--- src/rtl/cfg_delay_line_pkg.sv ---
// Shared constants and helpers for the configurable delay line.
// Provides the depth ceiling and width/clamp helper functions.
package cfg_delay_line_pkg;

  localparam int DL_MAX_SUPPORTED = 16;

  function automatic int dl_clog2(
    input int v
  );
    int r;
    r = 0;
    for (int i = 0; i < 31; i++) begin
      if ((1 << i) < v) begin
        r = i + 1;
      end
    end
    return r;
  endfunction

  function automatic int dl_clamp(
    input int req,
    input int lim
  );
    return (req > lim) ? lim : req;
  endfunction

endpackage

--- src/rtl/cfg_delay_line_stage.sv ---
// One delay stage: data plus valid tag register.
// Ports: clk, rst (async), clr (sync), ce, d/d_vld in, q/q_vld out.
module dl_stage #(
  parameter int WIDTH = 18
) (
  input  logic             clk,
  input  logic             rst,
  input  logic             clr,
  input  logic             ce,
  input  logic [WIDTH-1:0] d,
  input  logic             d_vld,
  output logic [WIDTH-1:0] q,
  output logic             q_vld
);

  always_ff @(posedge clk or posedge rst) begin
    if (rst) begin
      q     <= '0;
      q_vld <= 1'b0;
    end else if (clr) begin
      q     <= '0;
      q_vld <= 1'b0;
    end else if (ce) begin
      q     <= d;
      q_vld <= d_vld;
    end
  end

endmodule

--- src/rtl/cfg_delay_line.sv ---
// Run-time configurable delay line with valid tags, flush, busy.
// Ports: clk, rst, ce, flush, cfg_we, cfg_depth, din, din_vld,
//        dout, dout_vld, depth, busy.
module cfg_delay_line
  import cfg_delay_line_pkg::*;
#(
  parameter int WIDTH         = 18,
  parameter int MAX_DEPTH     = 4,
  parameter int DEFAULT_DEPTH = 1,
  parameter int DW            = dl_clog2(MAX_DEPTH + 1)
) (
  input  logic             clk,
  input  logic             rst,
  input  logic             ce,
  input  logic             flush,
  input  logic             cfg_we,
  input  logic [DW-1:0]    cfg_depth,
  input  logic [WIDTH-1:0] din,
  input  logic             din_vld,
  output logic [WIDTH-1:0] dout,
  output logic             dout_vld,
  output logic [DW-1:0]    depth,
  output logic             busy
);

  localparam logic [DW-1:0] MAX_D =
    DW'(MAX_DEPTH);
  localparam logic [DW-1:0] DEF_D =
    DW'(dl_clamp(DEFAULT_DEPTH, MAX_DEPTH));

  generate
    if (MAX_DEPTH > DL_MAX_SUPPORTED) begin : g_chk_max
      $error("cfg_delay_line: MAX_DEPTH exceeds 16");
    end
    if (MAX_DEPTH < 1) begin : g_chk_min
      $error("cfg_delay_line: MAX_DEPTH must be >= 1");
    end
    if (DEFAULT_DEPTH < 0 ||
        DEFAULT_DEPTH > MAX_DEPTH) begin : g_chk_def
      $error("cfg_delay_line: DEFAULT_DEPTH out of range");
    end
  endgenerate

  logic [WIDTH-1:0] sd [MAX_DEPTH];
  logic [MAX_DEPTH-1:0] sv;
  logic [DW-1:0] cfg_clamped;
  logic clr;

  // A depth change also empties the line so no
  // stale sample shows up at the new tap.
  assign clr = cfg_we | flush;

  always_comb begin
    cfg_clamped = cfg_depth;
    if (cfg_depth > MAX_D) begin
      cfg_clamped = MAX_D;
    end
  end

  always_ff @(posedge clk or posedge rst) begin
    if (rst) begin
      depth <= DEF_D;
    end else if (cfg_we) begin
      depth <= cfg_clamped;
    end
  end

  genvar k;
  generate
    for (k = 0; k < MAX_DEPTH; k++) begin : g_stg
      if (k == 0) begin : g_head
        dl_stage #(
          .WIDTH (WIDTH)
        ) u_stage (
          .clk   (clk),
          .rst   (rst),
          .clr   (clr),
          .ce    (ce),
          .d     (din),
          .d_vld (din_vld),
          .q     (sd[k]),
          .q_vld (sv[k])
        );
      end else begin : g_body
        dl_stage #(
          .WIDTH (WIDTH)
        ) u_stage (
          .clk   (clk),
          .rst   (rst),
          .clr   (clr),
          .ce    (ce),
          .d     (sd[k-1]),
          .d_vld (sv[k-1]),
          .q     (sd[k]),
          .q_vld (sv[k])
        );
      end
    end
  endgenerate

  // Depth 0 is a pure combinational bypass.
  always_comb begin
    dout     = din;
    dout_vld = din_vld;
    for (int i = 0; i < MAX_DEPTH; i++) begin
      if (depth == DW'(i + 1)) begin
        dout     = sd[i];
        dout_vld = sv[i];
      end
    end
  end

  always_comb begin
    busy = 1'b0;
    for (int i = 0; i < MAX_DEPTH; i++) begin
      if (DW'(i) < depth) begin
        busy = busy | sv[i];
      end
    end
  end

endmodule

--- config.mk ---
export PLATFORM = sky130hd
export DESIGN_NAME = cfg_delay_line
export DESIGN_NICKNAME = d
export VERILOG_FILES = /design/src/rtl/cfg_delay_line_pkg.sv /design/src/rtl/cfg_delay_line_stage.sv /design/src/rtl/cfg_delay_line.sv
export SDC_FILE = /design/constraint.sdc
export NUM_CORES = 1
export LEC_CHECK = 0
export CAP_MARGIN = 10
export CORE_ASPECT_RATIO = 1.4
export CORE_UTILIZATION = 55
export CTS_CLUSTER_SIZE = 28
export DETAILED_ROUTE_END_ITERATION = 16
export PLACE_DENSITY_LB_ADDON = 0.2
export SETUP_SLACK_MARGIN = 0.3
export SLEW_MARGIN = 20
export SYNTH_ARGS = -nofsm -noshare
export SYNTH_HDL_FRONTEND = slang
export SYNTH_SLANG_ARGS = --single-unit
--- constraint.sdc ---
create_clock -name clk -period 7.63 [get_ports clk]
set_input_delay 1.526 -clock clk [delete_from_list [all_inputs] [get_ports clk]]
set_output_delay 1.526 -clock clk [all_outputs]
set_load 0.01 [all_outputs]
==> results of run 1 <==
## cell usage in the layout (no fill, tap or decap), drive strengths merged, types with 3 or more instances in the layout
cell type	n
dfrtp	78
clkdlybuf4s50	48
clkbuf	10
o21ai	21
bufinv	3
a2bb2oi	17
a21oi	3
o32a	17
mux2i	95
nor2	79
inv	20
buf	7
## power by group
part           leakage, nW  internal [mW]  switching (mW)
combinational        0.987         0.0855          0.0810
clock                0.122          0.225           0.152
sequential            1.09          0.424          0.0131
total                 2.20          0.735           0.246
## path summary, 6_finish.rpt
| kind | slack, ps | cells past startpoint | to | start |
|---|---|---|---|---|
| max | 2870 | 4 | dout[0] | depth[0]$_DFFE_PP1P_ |
| min in group asynchronous | 1610 | 3 | g_stg[0].g_head.u_stage.q[8]$_DFFE_PP0P_ | rst |
| min | 530 | 2 | g_stg[3].g_body.u_stage.q[6]$_DFFE_PP0P_ | g_stg[3].g_body.u_stage.q[6]$_DFFE_PP0P_ |
| max reg2reg | 6140 | 2 | depth[0]$_DFFE_PP1P_ | depth[0]$_DFFE_PP1P_ |
| min reg2reg | 530 | 2 | g_stg[3].g_body.u_stage.q[6]$_DFFE_PP0P_ | g_stg[3].g_body.u_stage.q[6]$_DFFE_PP0P_ |
| max in group asynchronous | 5370 | 4 | depth[0]$_DFFE_PP1P_ | rst |
## worst max-delay path: cells and delay by family (launching register included)
| kind | cells | cell delay (ps) |
|---|---|---|
| compound gates | 1 | 220 |
| buf+inv | 1 | 560 |
| flops | 1 | 1100 |
| simple gates | 2 | 1000 |
## final cells by class
type | instances | area [um^2] | share of cell area
sequential | 79 | 1980 | 0.405
multi-input combinational | 246 | 1900 | 0.389
timing repair buffer | 55 | 566 | 0.116
clock buffer | 10 | 138 | 0.0282
tap | 97 | 121 | 0.0249
clock inverter | 6 | 108 | 0.0220
inverter | 20 | 75.1 | 0.0154
## per-layer routing
layer	vias to the layer above	routed length, um	global-route usage
met5	-	0	0
met4	0	100	0.0714
met3	7	344	0.0366
met2	59	4240	0.395
met1	1453	3850	0.303
li1	1389	-	-
## logic make-up (layout without fill, tap and decap cells)
kind of cell,count (synthesis),in the layout,share of synthesized area
buf+inv,52,91,0.0649
mux,98,98,0.243
simple gates,88,88,0.0893
compound gates,60,60,0.126
flops,79,79,0.477
## per-stage QoR
step,setup slack [ps],total power [mW],hold WS (ps),utilization,cell area (um^2)
5_1_grt,2640,1.02,578,0.668,4880
3_5_place_dp,3050,0.612,517,0.628,4590
2_1_floorplan,4000,0.544,486,-,4150
4_1_cts,2810,0.988,535,0.661,4840
6_report,2870,0.981,530,0.668,4880
3_3_place_gp,3060,0.609,508,0.628,4590
## flip-flops by register name (all words and copies together), names as in the netlist
signal                      cells
g_stg.g_head.u_stage.q_vld      1
g_stg.g_body.u_stage.q         54
depth                           3
g_stg.g_body.u_stage.q_vld      3
g_stg.g_head.u_stage.q         18
==> impl_metrics.json, run 1 <==
{
  "synth-edff-count": 0,
  "async_flop_share": 1.00,
  "cts_setup_buffers": 0,
  "worst_setup_path_start_kind": "flip-flop",
  "drcViolationCount": 0,
  "cp_max_fo": 25,
  "drive_gt1_frac": 0.101,
  "cts_sinks": 79,
  "slew_headroom": 0.364,
  "ant_nets": 0,
  "vias": 2908,
  "max_clock_freq_mhz": 210,
  "core.rowCount": 37,
  "netlist_area_um2": 4150,
  "cts.clk_slew.worst_paths_ps": 80,
  "postCtsHoldBufs": 0,
  "drt_iter0_drc": 177,
  "syn_avg_cell_area_um2": 11.0,
  "cpPeakStageDelay_ps": 1100,
  "die_h_um": 105,
  "grt_pass1_wl_um": 14100,
  "port_buffers": 49,
  "htreeDepth": 3,
  "syn_nets": 404,
  "finalHoldViolations": 0,
  "n_fill_cell": 640,
  "end_kind": "output pin",
  "clock_path_buffers": 2,
  "synth_seq_area_share": 0.477,
  "cts_tree": "done",
  "io_pins": 50,
  "root_buffer": "clkbuf_8",
  "synthTopCellsByCount": "mux2i_1, nor2_1, dfrtp_1",
  "synth_ff_type": "dfrtp_1",
  "dp_hpwl_um": 4960,
  "fin_cells": 513,
  "synth_area_leaders": "dfrtp_1, mux2i_1, nor2_1",
  "yosysMostFrequentCell": "mux2i_1",
  "antennaDiodeCount": 0,
  "ys_seq_elements": 79,
  "synth_top_area_frac": 0.471,
  "slew_viol_final": 0,
  "antenna_found_initial": 0,
  "gp_congestion": 0.710,
  "wl_per_cell_um": 16.7,
  "syn_inst": 377,
  "grt_max_degree": 80,
  "gr-total-overflow": 0,
  "final.period_utilization": 0.625,
  "synthToLayoutAreaGrowth_pct": 17.8,
  "finalSetupTns_ps": 0,
  "outcome": "complete, no violations",
  "pwr_density_cell_nw_per_um2": 201,
  "grt_setup_unrepaired": "false",
  "cp_cell_sequence": "nor2_1 -> nand2_1 -> a2bb2oi_1 -> clkdlybuf4s50_1",
  "totalWireLength_um": 8540,
  "peakVddDrop_v": 0.000137,
  "period_minus_slack_ps": 4760,
  "clock_latency_ps": 340,
  "first_pass_iters": 4,
  "ys_warn_count": 0,
  "p_leak_nw": 2.20,
  "initial_core_util": 0.567,
  "grt_pass1_vias": 2989,
  "fin_skew_ps": 4.77,
  "die_area_um2": 7890,
  "path_class": "flip-flop to output pin",
  "drv_cap": 0,
  "cp.arrival_ps": 3240,
  "cts_buffers": 9,
  "ys_types": 27,
  "max_slew.worst_pin.slew_ps": 952,
  "holdCritPathClass": "flip-flop to flip-flop",
  "core_area_um2": 7310,
  "dp.cells": 495,
  "synth_top_area_cell": "dfrtp_1",
  "setup_viol": 0,
  "die_w_um": 75.4,
  "cpMaxStageDelayCell": "dfstp_2",
  "post_cts_resized": 0,
  "vias_per_cell": 5.67,
  "nets": 438,
  "cp.required_ps": 6100,
  "grtUsageTotal": 0.234
}
(Power assumes the default switching activity.)
==> inputs of run 2 (changes only) <==
- clock period: 7.63 -> 4.95 ns (I/O delays scaled with it)
==> run 2 against run 1 <==
Net effect:
- flip-flop and latch count did not move
- critical endpoint is now dout[2]
- critical path type unchanged
- combinational power grew 51%
- sequential power grew 54%
- global-route usage rose by 0.28 points
==> impl_metrics.json, run 2 (same netlist as run 1, synthesis figures left out) <==
{
  "slew_headroom": 0.343,
  "antennaDiodeCount": 0,
  "slew_viol_final": 0,
  "grt_pass1_wl_um": 14100,
  "cp.arrival_ps": 3150,
  "htreeDepth": 3,
  "pre_cts_slack_ps": 1120,
  "io_pins": 50,
  "grt_pass1_vias": 2862,
  "die_w_um": 75.4,
  "setup_viol": 0,
  "layout_common_cells": "mux2i_1, nor2_1, dfrtp_1",
  "design_area_um2": 4740,
  "grtUsageTotal": 0.237,
  "p_leak_nw": 2.13,
  "top_regs": "g_stg.g_body.u_stage.q: 54 flops, g_stg.g_head.u_stage.q: 18 flops",
  "whs_path_depth": 2,
  "largest_reg_flops": 54,
  "post_cts_resized": 0,
  "totalWireLength_um": 8460,
  "max_slew.worst_pin.slew_ps": 986,
  "core.rowCount": 37,
  "drv_cap": 0,
  "r2r_end": "depth[0]$_DFFE_PP1P_",
  "die_h_um": 105,
  "rrSetupSlack_ps": 3510,
  "cp_num_buf_inv": 1,
  "grtUsageMet2": 0.378,
  "grt_max_degree": 60,
  "final_common_cell": "mux2i_1",
  "root_buffer": "clkbuf_8",
  "cp_top_family": "flip-flops",
  "drive_gt1_frac": 0.0845,
  "pwr_density_cell_nw_per_um2": 280,
  "worst_r2r_path_depth": 2,
  "outcome": "complete, no violations",
  "first_pass_iters": 4,
  "postCtsHoldBufs": 0,
  "finalHoldViolations": 0,
  "worst_setup_path_start_kind": "flip-flop",
  "reg2reg_from": "depth[0]$_DFFE_PP1P_",
  "finalSetupTns_ps": 0,
  "largest_register": "g_stg.g_body.u_stage.q",
  "gr-usage-met1": 0.326,
  "max_clock_freq_mhz": 241,
  "cp_max_fo": 25,
  "setup_ws_ps": 806,
  "cts_sinks": 79,
  "antenna_found_initial": 0,
  "cp_cell_sequence": "nor2_1 -> nand2_1 -> a2bb2oi_1 -> clkdlybuf4s50_1",
  "cts_tree": "done",
  "drt_iter0_drc": 113,
  "gr-total-overflow": 0,
  "synthToLayoutAreaGrowth_pct": 14.4,
  "drcViolationCount": 0,
  "dpl_cell_area_um2": 4590,
  "peakVddDrop_v": 0.000181,
  "clock_path_buffers": 2,
  "n_fill_cell": 653,
  "fin_skew_ps": 4.42,
  "cts_buffers": 9,
  "cts_setup_buffers": 0,
  "core_area_um2": 7310,
  "grt.busiest_layer": "met2",
  "holdCritPathClass": "flip-flop to flip-flop",
  "cpMaxStageDelayCell": "dfstp_2",
  "die_area_um2": 7890,
  "final.period_utilization": 0.837,
  "gp_congestion": 0.729,
  "min_from": "g_stg[3].g_body.u_stage.q[17]$_DFFE_PP0P_",
  "grt_setup_unrepaired": "false",
  "holdPathEnd": "g_stg[3].g_body.u_stage.q[17]$_DFFE_PP0P_",
  "clock_latency_ps": 340,
  "cts.clk_slew.worst_paths_ps": 70,
  "cp.required_ps": 3960,
  "met3_usage": 0.0260,
  "dp_hpwl_um": 5250,
  "ant_nets": 0,
  "path_class": "flip-flop to output pin",
  "cpPeakStageDelay_ps": 1060,
  "vias_per_cell": 5.62,
  "nets": 436,
  "initial_core_util": 0.567,
  "port_buffers": 49,
  "period_minus_slack_ps": 4140,
  "end_kind": "output pin",
  "wl_per_cell_um": 16.5,
  "vias": 2872
}
## run 2: cell types whose count changed in the layout (fill, tap and decap cells not counted)
| cell | previous run | this run |
|---|---|---|
| buf_12 | 1 | 0 |
| buf_16 | 1 | 0 |
| bufinv_16 | 3 | 0 |
| clkbuf_1 | 0 | 5 |
| clkbuf_8 | 10 | 9 |
| clkinvlp_4 | 1 | 0 |
## run 2: through the flow
stage | hold slack (ps) | util | instances | power (mW)
3_3_place_gp | 507 | 0.628 | 495 | 0.936
2_1_floorplan | 486 | - | 377 | 0.839
5_1_grt | 558 | 0.648 | 511 | 1.38
6_report | 524 | 0.648 | 511 | 1.33
4_1_cts | 528 | 0.648 | 511 | 1.34
3_5_place_dp | 508 | 0.628 | 495 | 0.941
## run 2: worst max-delay path by stage
stage / from / endpoint / slack [ps] / depth (start not counted)
detailed placement: depth[0]$_DFFE_PP1P_ / dout[2] / 1120 / 4
CTS: depth[0]$_DFFE_PP1P_ / dout[2] / 730 / 4
finish: depth[0]$_DFFE_PP1P_ / dout[2] / 810 / 4
global placement: depth[0]$_DFFE_PP1P_ / dout[5] / 1220 / 4
global route: depth[0]$_DFFE_PP1P_ / dout[2] / 600 / 4
floorplan: rst / depth[1]$_DFFE_PP0P_ / 1940 / 1
## run 2: area by class of cell
class,instances,area (um^2),area share
Clock buffer,14,143,0.0301
Tap cell,97,121,0.0256
Timing Repair Buffer,53,518,0.109
Inverter,20,75.1,0.0158
Sequential cell,79,1980,0.417
Multi-Input combinational cell,246,1900,0.400
Clock inverter,2,10.0,0.00211
## run 2: metal layers
layer,share of wire,routed length [um]
met1,0.44,3730
met2,0.51,4290
met5,0,0
met3,0.037,309
met4,0.016,133
## run 2: tightest hold or removal path, stage by stage, from the launching register on
cell and delay, ps:
dfrtp_1 350, mux2i_1 70, nor2_1 80
## run 2: report_power, final
part / switching [mW] / total, mW / leakage (nW) / internal [mW]
registers: 0.0200 / 0.674 / 1.09 / 0.654
clock network: 0.220 / 0.402 / 0.0784 / 0.182
logic: 0.122 / 0.251 / 0.965 / 0.129
total: 0.362 / 1.33 / 2.13 / 0.965
==> inputs of run 3 (changes only) <==
- clock period: 4.95 -> 4.3 ns (I/O delays scaled with it)
==> run 3 against run 2 <==
Net effect:
- final cell count is 0.20% higher
- highest routed layer unchanged
- first-iteration DRC count up 62%
- global-route usage increased by 0.15 points
==> impl_metrics.json, run 3 (same netlist as run 1, synthesis figures left out) <==
{
  "utilization": 0.666,
  "peakVddDrop_v": 0.000237,
  "cts_sinks": 79,
  "cp_cell_sequence": "buf_4 -> nand2b_4 -> o32a_1 -> a2bb2oi_1 -> clkdlybuf4s50_1",
  "gp_congestion": 0.750,
  "gr-total-overflow": 0,
  "dp_hpwl_um": 5310,
  "fin_cells": 512,
  "io_pins": 50,
  "root_buffer": "clkbuf_8",
  "ant_nets": 0,
  "core.rowCount": 37,
  "die_area_um2": 7890,
  "largest_reg_flops": 54,
  "grt_max_degree": 77,
  "holdCritPathClass": "flip-flop to flip-flop",
  "cp.arrival_ps": 2740,
  "layout_common_cells": "mux2i_1, nor2_1, dfrtp_1",
  "drive_gt1_frac": 0.0964,
  "drv_cap": 0,
  "cts_tree": "done",
  "cp.required_ps": 3440,
  "cp_top_family": "buffers and inverters",
  "cts.clk_slew.worst_paths_ps": 80,
  "period_minus_slack_ps": 3600,
  "top_regs": "g_stg.g_body.u_stage.q: 54 flops, g_stg.g_head.u_stage.q: 18 flops",
  "post_cts_resized": 0,
  "dp.cells": 498,
  "die_w_um": 75.4,
  "postCtsHoldBufs": 0,
  "drt_iter0_drc": 183,
  "vias_per_cell": 5.69,
  "p_leak_nw": 2.20,
  "vias": 2912,
  "port_buffers": 49,
  "die_h_um": 105,
  "cpPeakStageDelay_ps": 780,
  "fin_skew_ps": 5.60,
  "end_kind": "output pin",
  "cts_setup_buffers": 0,
  "grt_pass1_wl_um": 14400,
  "clock_latency_ps": 340,
  "max_clock_freq_mhz": 278,
  "grt_pass1_vias": 2935,
  "worst_setup_path_start_kind": "flip-flop",
  "first_pass_iters": 4,
  "antenna_found_initial": 0,
  "clock_path_buffers": 2,
  "cts_buffers": 9,
  "grt_setup_unrepaired": "false",
  "cpMaxStageDelayCell": "dfstp_2",
  "largest_register": "g_stg.g_body.u_stage.q",
  "initial_core_util": 0.567,
  "final.period_utilization": 0.838,
  "antennaDiodeCount": 0,
  "max_slew.worst_pin.slew_ps": 857,
  "setup_viol": 0,
  "path_class": "flip-flop to output pin",
  "synthToLayoutAreaGrowth_pct": 17.6,
  "pwr_density_cell_nw_per_um2": 362,
  "totalWireLength_um": 8490,
  "finalSetupTns_ps": 0,
  "slew_headroom": 0.428,
  "htreeDepth": 3,
  "outcome": "complete, no violations",
  "drcViolationCount": 0,
  "wl_per_cell_um": 16.6,
  "nets": 439,
  "finalHoldViolations": 0,
  "grtUsageTotal": 0.238,
  "slew_viol_final": 0,
  "cp_max_fo": 17,
  "core_area_um2": 7310,
  "cp_num_buf_inv": 2,
  "final_common_cell": "mux2i_1"
}
## run 3: worst paths after layout
check | slack [ps] | cells after the start | start | end
setup / recovery | 700 | 5 | depth[0]$_DFFE_PP1P_ | dout[5]
hold / removal | 540 | 2 | g_stg[3].g_body.u_stage.q[6]$_DFFE_PP0P_ | g_stg[3].g_body.u_stage.q[6]$_DFFE_PP0P_
setup reg to reg | 2770 | 3 | depth[0]$_DFFE_PP1P_ | depth[0]$_DFFE_PP1P_
hold reg to reg | 540 | 2 | g_stg[3].g_body.u_stage.q[6]$_DFFE_PP0P_ | g_stg[3].g_body.u_stage.q[6]$_DFFE_PP0P_
max in group asynchronous | 2590 | 3 | rst | g_stg[0].g_head.u_stage.q[12]$_DFFE_PP0P_
min in group asynchronous | 1010 | 2 | rst | g_stg[1].g_body.u_stage.q[6]$_DFFE_PP0P_
## run 3: per-layer routing
metal	global-route usage	share of wire
met5	0	0
met4	0.0767	0.0097
met3	0.0444	0.028
met2	0.379	0.51
met1	0.325	0.45
## run 3: report_power, final
part           total, mW  internal (mW)  switching (mW)
clock              0.696          0.439           0.257
sequential         0.770          0.753          0.0176
combinational      0.297          0.150           0.147
total               1.76           1.34           0.422
## run 3: through the flow
stage,worst slack [ps],instance area (um^2),hold WS [ps],power (mW)
2_1_floorplan,1420,4150,486,0.966
3_3_place_gp,1060,4630,503,1.08
3_5_place_dp,1030,4630,519,1.08
4_1_cts,618,4870,537,1.78
5_1_grt,525,4870,570,1.83
6_report,698,4870,540,1.76
## run 3: cell type report
class,count,area [um^2]
clock buffer,10,128
tap,97,121
sequential,79,1980
clock inverter,4,120
multi-input combinational,246,1900
fill,615,2440
inverter,20,75.1
timing repair buffer,56,553
## run 3: tightest hold or removal path, stage by stage, from the launching register on
cell and delay (ps):
dfrtp_1 350, mux2i_1 60, nor2_1 90
